## config.mk

```make
export PLATFORM = sky130hd
export DESIGN_NAME = multicycle_proc
export DESIGN_NICKNAME = d
export VERILOG_FILES = /design/src/rtl/multicycle_proc.sv
export SDC_FILE = /design/constraint.sdc
export NUM_CORES = 2
export LEC_CHECK = 0
export CELL_PAD_IN_SITES_DETAIL_PLACEMENT = 0
export CELL_PAD_IN_SITES_GLOBAL_PLACEMENT = 1
export CORE_MARGIN = 2
export CORE_UTILIZATION = 54
export CTS_CLUSTER_SIZE = 12
export DETAILED_ROUTE_END_ITERATION = 16
export GPL_TIMING_DRIVEN = 0
export HOLD_SLACK_MARGIN = 0.03
export PLACE_DENSITY = 0.92
export SLEW_MARGIN = 40
export SYNTH_ARGS = -nofsm -noshare
export SYNTH_HDL_FRONTEND = slang
export SYNTH_SLANG_ARGS = --single-unit
```

## constraint.sdc

```tcl
create_clock -name clk -period 10.86 [get_ports clk]
set_input_delay 2.172 -clock clk [delete_from_list [all_inputs] [get_ports clk]]
set_output_delay 2.172 -clock clk [all_outputs]
set_load 0.005 [all_outputs]
```

## src/rtl/multicycle_proc.sv

```systemverilog
// multicycle_proc: RV32I-subset core stepping through IF, ID, EX, MEM and WB,
// one clock per state, so every instruction takes exactly five cycles.
// Instruction and data memories are external; outputs come straight from flops.
module multicycle_proc #(
  parameter logic [31:0] INITIAL_PC = 32'h00400000
) (
  input  logic        clk,
  input  logic        rst,
  input  logic [31:0] instr,
  input  logic [31:0] dReadData,
  output logic [31:0] PC,
  output logic [31:0] dAddress,
  output logic [31:0] dWriteData,
  output logic        MemRead,
  output logic        MemWrite,
  output logic [31:0] WriteBackData
);

  typedef enum logic [2:0] {S_IF = 3'd0, S_ID = 3'd1, S_EX = 3'd2, S_MEM = 3'd3, S_WB = 3'd4} state_t;
  typedef enum logic [2:0] {K_NOP = 3'd0, K_ALU = 3'd1, K_LW = 3'd2, K_SW = 3'd3, K_BEQ = 3'd4} kind_t;
  typedef enum logic [3:0] {A_ADD = 4'd0, A_SUB = 4'd1, A_AND = 4'd2, A_OR = 4'd3, A_XOR = 4'd4,
                            A_SLT = 4'd5, A_SLL = 4'd6, A_SRL = 4'd7, A_SRA = 4'd8} alu_op_t;

  localparam logic [6:0] OP_R  = 7'b0110011;
  localparam logic [6:0] OP_I  = 7'b0010011;
  localparam logic [6:0] OP_LW = 7'b0000011;
  localparam logic [6:0] OP_SW = 7'b0100011;
  localparam logic [6:0] OP_BR = 7'b1100011;

  state_t      state_q, state_d;
  kind_t       kind_q, kind_d;
  alu_op_t     alu_op_q, alu_op_d;
  logic [4:0]  rd_q, rd_d;
  logic [31:0] pc_q, pc_d, opa_q, opa_d, opb_q, opb_d, rs2v_q, rs2v_d;
  logic [31:0] immb_q, immb_d, alu_q, alu_d, wbd_q, wbd_d;
  logic        zero_q, zero_d, mem_read_q, mem_read_d, mem_write_q, mem_write_d;
  logic [31:0] regs_q [32];
  logic [31:0] regs_d [32];

  logic [6:0]  funct7_s;
  logic [2:0]  funct3_s;
  logic [31:0] imm_i_s, imm_s_s, imm_b_s, rs1v_s, rs2v_s, dec_b_s, alu_s, wb_s;
  kind_t       dec_kind_s;
  alu_op_t     dec_op_s;

  // Decode the fetched word: operand reads, immediates and the operation class.
  always_comb begin
    funct7_s   = instr[31:25];
    funct3_s   = instr[14:12];
    imm_i_s    = {{20{instr[31]}}, instr[31:20]};
    imm_s_s    = {{20{instr[31]}}, instr[31:25], instr[11:7]};
    imm_b_s    = {{19{instr[31]}}, instr[31], instr[7], instr[30:25], instr[11:8], 1'b0};
    rs1v_s     = regs_q[instr[19:15]];
    rs2v_s     = regs_q[instr[24:20]];
    dec_kind_s = K_NOP;
    dec_op_s   = A_ADD;
    dec_b_s    = imm_i_s;
    case (instr[6:0])
      OP_R: begin
        dec_b_s = rs2v_s;
        if (funct7_s == 7'b0000000) begin
          dec_kind_s = K_ALU;
          case (funct3_s)
            3'b000:  dec_op_s = A_ADD;
            3'b001:  dec_op_s = A_SLL;
            3'b010:  dec_op_s = A_SLT;
            3'b100:  dec_op_s = A_XOR;
            3'b101:  dec_op_s = A_SRL;
            3'b110:  dec_op_s = A_OR;
            3'b111:  dec_op_s = A_AND;
            default: dec_kind_s = K_NOP;
          endcase
        end else if (funct7_s == 7'b0100000) begin
          dec_kind_s = K_ALU;
          case (funct3_s)
            3'b000:  dec_op_s = A_SUB;
            3'b101:  dec_op_s = A_SRA;
            default: dec_kind_s = K_NOP;
          endcase
        end else begin
          dec_kind_s = K_NOP;
        end
      end
      OP_I: begin
        dec_kind_s = K_ALU;
        case (funct3_s)
          3'b000: dec_op_s = A_ADD;
          3'b010: dec_op_s = A_SLT;
          3'b100: dec_op_s = A_XOR;
          3'b110: dec_op_s = A_OR;
          3'b111: dec_op_s = A_AND;
          3'b001: begin
            if (funct7_s == 7'b0000000) dec_op_s = A_SLL;
            else dec_kind_s = K_NOP;
          end
          3'b101: begin
            if (funct7_s == 7'b0000000) dec_op_s = A_SRL;
            else if (funct7_s == 7'b0100000) dec_op_s = A_SRA;
            else dec_kind_s = K_NOP;
          end
          default: dec_kind_s = K_NOP;
        endcase
      end
      OP_LW: begin
        if (funct3_s == 3'b010) dec_kind_s = K_LW;
        else dec_kind_s = K_NOP;
      end
      OP_SW: begin
        dec_b_s = imm_s_s;
        if (funct3_s == 3'b010) dec_kind_s = K_SW;
        else dec_kind_s = K_NOP;
      end
      OP_BR: begin
        dec_b_s = rs2v_s;
        if (funct3_s == 3'b000) dec_kind_s = K_BEQ;
        else dec_kind_s = K_NOP;
      end
      default: dec_kind_s = K_NOP;
    endcase
  end

  // ALU on the operands latched at the end of ID; shifts use the low 5 bits.
  always_comb begin
    case (alu_op_q)
      A_ADD:   alu_s = opa_q + opb_q;
      A_SUB:   alu_s = opa_q - opb_q;
      A_AND:   alu_s = opa_q & opb_q;
      A_OR:    alu_s = opa_q | opb_q;
      A_XOR:   alu_s = opa_q ^ opb_q;
      A_SLT:   alu_s = {31'd0, ($signed(opa_q) < $signed(opb_q))};
      A_SLL:   alu_s = opa_q << opb_q[4:0];
      A_SRL:   alu_s = opa_q >> opb_q[4:0];
      A_SRA:   alu_s = $unsigned($signed(opa_q) >>> opb_q[4:0]);
      default: alu_s = 32'd0;
    endcase
    if (kind_q == K_LW) wb_s = dReadData;
    else wb_s = alu_q;
  end

  // FSM state register; reset parks the machine in IF.
  always_ff @(posedge clk or negedge rst) begin
    if (!rst) state_q <= S_IF;
    else state_q <= state_d;
  end

  // Fixed IF -> ID -> EX -> MEM -> WB ring.
  always_comb begin
    case (state_q)
      S_IF:    state_d = S_ID;
      S_ID:    state_d = S_EX;
      S_EX:    state_d = S_MEM;
      S_MEM:   state_d = S_WB;
      S_WB:    state_d = S_IF;
      default: state_d = S_IF;
    endcase
  end

  // Per-state datapath updates; all architectural effects land on the WB edge.
  always_comb begin
    pc_d = pc_q;       kind_d = kind_q;   alu_op_d = alu_op_q; rd_d = rd_q;
    opa_d = opa_q;     opb_d = opb_q;     rs2v_d = rs2v_q;     immb_d = immb_q;
    alu_d = alu_q;     wbd_d = wbd_q;     zero_d = zero_q;
    mem_read_d = mem_read_q;              mem_write_d = mem_write_q;
    regs_d = regs_q;
    case (state_q)
      S_IF: pc_d = pc_q;
      S_ID: begin
        kind_d = dec_kind_s; alu_op_d = dec_op_s; rd_d = instr[11:7];
        opa_d = rs1v_s; opb_d = dec_b_s; rs2v_d = rs2v_s; immb_d = imm_b_s;
      end
      S_EX: begin
        alu_d       = alu_s;
        zero_d      = ((opa_q - rs2v_q) == 32'd0);
        mem_read_d  = (kind_q == K_LW);
        mem_write_d = (kind_q == K_SW);
      end
      S_MEM: begin
        mem_read_d  = 1'b0;
        mem_write_d = 1'b0;
      end
      S_WB: begin
        if ((kind_q == K_ALU) || (kind_q == K_LW)) begin
          wbd_d = wb_s;
          regs_d[rd_q] = wb_s;
        end else begin
          wbd_d = wbd_q;
        end
        if ((kind_q == K_BEQ) && zero_q) pc_d = pc_q + immb_q;
        else pc_d = pc_q + 32'd4;
      end
      default: pc_d = pc_q;
    endcase
    regs_d[0] = 32'd0;
  end

  // Datapath and register-file flops; reset aborts any instruction in flight.
  always_ff @(posedge clk or negedge rst) begin
    if (!rst) begin
      pc_q <= INITIAL_PC; kind_q <= K_NOP; alu_op_q <= A_ADD; rd_q <= 5'd0;
      opa_q <= 32'd0; opb_q <= 32'd0; rs2v_q <= 32'd0; immb_q <= 32'd0;
      alu_q <= 32'd0; wbd_q <= 32'd0; zero_q <= 1'b0;
      mem_read_q <= 1'b0; mem_write_q <= 1'b0;
      for (int i = 0; i < 32; i++) regs_q[i] <= 32'd0;
    end else begin
      pc_q <= pc_d; kind_q <= kind_d; alu_op_q <= alu_op_d; rd_q <= rd_d;
      opa_q <= opa_d; opb_q <= opb_d; rs2v_q <= rs2v_d; immb_q <= immb_d;
      alu_q <= alu_d; wbd_q <= wbd_d; zero_q <= zero_d;
      mem_read_q <= mem_read_d; mem_write_q <= mem_write_d;
      regs_q <= regs_d;
    end
  end

  assign PC            = pc_q;
  assign dAddress      = alu_q;
  assign dWriteData    = rs2v_q;
  assign MemRead       = mem_read_q;
  assign MemWrite      = mem_write_q;
  assign WriteBackData = wbd_q;

endmodule

```

==> out/qor.csv <==
metric,value,unit
GRT Overall Usage,46.16,%
initial drt markers,9787,
Post-CTS Setup Repair Bufs,0,
htree depth,4,
Main synth FF type,dfrtp_1,
final setup vio count,0,
CTS root buf,clkbuf_16,
Syn Std Cell Area,71030,um^2
Crit-path slowest cell,clkbuf_1,
worst slew pin tran,1.030,ns
Placed Cells incl. Taps,8838,
port bufs,181,
Die Y-Extent,366.7,um
WP data required,11.52,ns
synthesis-to-layout area growth,13.69,%
Post-DP Area,75990,um^2
Final Hold Viols,0,
synthesized net count,7109,
Synth area leaders,"dfrtp_1, mux4_2, o21ai_0",
Leak,34.19,nW
Core ar.,131000,um^2
CTS buffer count,138,
global-route wire length before repair,444.9,mm
Top delay family on crit path,buffers and inverters,
Max-Slew Margin vs Limit,29.98,%
synth warn,0,
Final Skew,0.03416,ns
Synth cell types,83,
PnR worst setup slack,4.526,ns
clock buffer depth,3,
clock sinks,1208,
worst path cell trace,clkbuf_1 -> clkbuf_1 -> clkbuf_2 -> clkbuf_1 -> o21ai_0 -> mux4_2 -> mux2i_2 -> nor2_1 -> nor3_2 -> a21oi_1,
Final nets,7453,
period utilization,58.33,%
Final ANT Viol Nets,0,
grt met3 use,19.25,%
mean post-synth cell area,10.32,um^2
multi-input logic area,38260,um^2
grt total ovfl,0,
Post-synth EDFFs,0,
dominant cell by count in the synthesized netlist,nand2_1,
Crit Path Class,in -> reg,
vias,64790,
CP Capture Type,flip-flop,
Die Wd,366.7,um
clk slew on worst S/H paths,0.06,ns
sequential fraction of the synthesis area,42.56,%
grt met1 use,55.25,%
post_cts resized,0,
Worst path max stage delay,0.79,ns
GPL Wtd Cong,1.095,
clock latency on the worst-skew pair,0.82,ns
final instance area,80750,um^2
largest net degree at the start of global routing,114,
Worst Path Buf+Inv,4,
initial core utilization,54.23,%
Max IR drop VDD,0.1763,mV
Async SR Flop Fraction,100.0,%
DRC,0,
vias in the first global route,63120,
1st-pass router iterations,6,
worst hold path type,reg -> reg,
Max Cap Violations,0,
met2 usage,66.48,%
layout cells sized above 1,16.07,%
CTS tree,yes,
busiest layer in global routing,met2,
DRT Wirelength,311.0,mm
Mapped Cells,6881,
Avg WL per Cell,34.14,um
via/cell ratio,7.113,
register area,30230,um^2
number of hold buffers added after cts,0,
"area leader, netlist",dfrtp_1,
status,"complete, no violations",
Slew Limit Fails,0,
post-route insts no fill,9109,
Setup TNS Final,0,ns
CP max FO,10,
Arrival @ worst endpoint,6.99,ns
Min Hold Slack,0.4740,ns
FP Rows,133,
Place WS,4.155,ns
Startpoint Class,input pin,
fmax,157.9,MHz
post-layout min period,6.334,ns
Yosys top cell area share,42.53,%
"most used cell, CP",clkbuf_1,
Post-synth top cells,"nand2_1, o21ai_0, dfrtp_1",
number of synthesized register bits,1208,
PwrDens,136.3,nW/um^2
DPL Wire Length,232.8,mm
fill cell count,10770,
RSZ-0062 raised after global routing,no,
IO Count,196,
die area,134400,um^2
initial antenna violation count,23,
==> state kept, by name (all words and copies together), names as in the netlist <==
| name | flops |
|---|---|
| immb_q | 8 |
| WriteBackData | 32 |
| rd_q | 4 |
| kind_q | 3 |
| opa_q | 32 |
| state_q | 3 |
| opb_q | 32 |
| alu_op_q | 4 |
| MemRead | 1 |
| regs_q | 992 |
| dWriteData | 32 |
| dAddress | 32 |
| PC | 31 |
| MemWrite | 1 |
| zero_q | 1 |
==> logic make-up (layout without fill, tap and decap cells) <==
logic type               Yosys count  count (layout)  share of synthesized area (%)
AO/OA/AOI/OAI                   1956            1956                          15.77
AND/OR/NAND/NOR                 1878            1878                          10.81
flip-flops                      1208            1208                          42.56
multiplexers                     854             854                          23.22
buffers and inverters            770            1214                          4.112
adder cells (fa/ha/maj)          162             162                          2.886
XOR/XNOR                          52              52                         0.6412
other                              1              30                       0.005280
==> where the power goes <==
part           internal [mW]  leakage, nW  switching (mW)  total (mW)
registers               4.56         11.0           0.102        4.66
clock network           2.73         2.23            2.06        4.80
logic                  0.489         20.9            1.07        1.55
total                   7.78         34.2            3.23        11.0
==> placed cells by master, fill, tap and decap left out, types with 18 or more instances in the layout <==
cell	synthesis	routed
o22ai_1	27	27
a21o_1	50	50
a221oi_1	28	28
a22o_1	76	76
nand2b_1	24	24
a211oi_1	27	27
nand2_1	1310	1310
and3_1	20	20
a31oi_1	30	30
clkbuf_8	0	25
mux2i_1	141	95
nor2_1	267	264
nand4_1	22	22
dfrtp_1	1207	1204
o211ai_1	18	18
buf_1	75	25
mux2_2	87	87
xnor2_1	27	27
clkbuf_2	1	82
clkbuf_16	0	141
xor2_1	25	25
nor2b_1	20	20
buf_2	8	58
nor3_1	78	71
inv_1	144	144
or3_1	26	26
diode_2	0	29
nand3_1	51	51
o21bai_1	18	18
mux2i_2	0	29
a21oi_1	251	251
clkinv_2	0	20
mux4_2	626	626
ha_1	159	159
o21ai_0	1254	1254
clkbuf_1	536	486
clkdlybuf4s50_1	0	180
buf_16	0	19
==> routing by layer <==
layer / wire, um / vias up
li1: - / 25940
met1: 105600 / 32470
met2: 133200 / 5057
met3: 43050 / 1313
met4: 28440 / 20
met5: 707 / -
==> path summary, 6_finish.rpt <==
check                           slack [ns]                  from                           end  cells after the start
worst min register to register        0.47    PC[31]$_DFFE_PN0N_            PC[31]$_DFFE_PN0N_                      1
worst min-delay path                  0.47    PC[31]$_DFFE_PN0N_            PC[31]$_DFFE_PN0N_                      1
min in group asynchronous             1.26                   rst  WriteBackData[9]$_DFFE_PN0P_                      1
worst max register to register        4.84  opb_q[2]$_DFFE_PN0N_      dAddress[21]$_DFFE_PN0N_                     15
max in group asynchronous             7.35                   rst       dAddress[0]$_DFFE_PN0N_                      5
worst max-delay path                  4.53             instr[20]         opb_q[12]$_DFFE_PN0N_                     10
==> area by class of cell <==
cell class	instances	area share, %
antenna	29	0.08987
buffer	624	3.139
clock buffer	196	4.935
clock inverter	44	0.6756
inverter	146	0.6787
multi-input combinational	4903	47.38
sequential	1208	37.44
tap	1755	2.719
timing repair buffer	204	2.936
==> per-stage QoR <==
stage | power (mW) | utilization (%)
2_1_floorplan | 5.459 | -
4_1_cts | 10.89 | 61.49
5_1_grt | 11.22 | 61.62
3_5_place_dp | 6.213 | 58.03
3_3_place_gp | 6.180 | 57.29
6_report | 11.01 | 61.66
No activity file was read; power rests on OpenSTA's default activity.
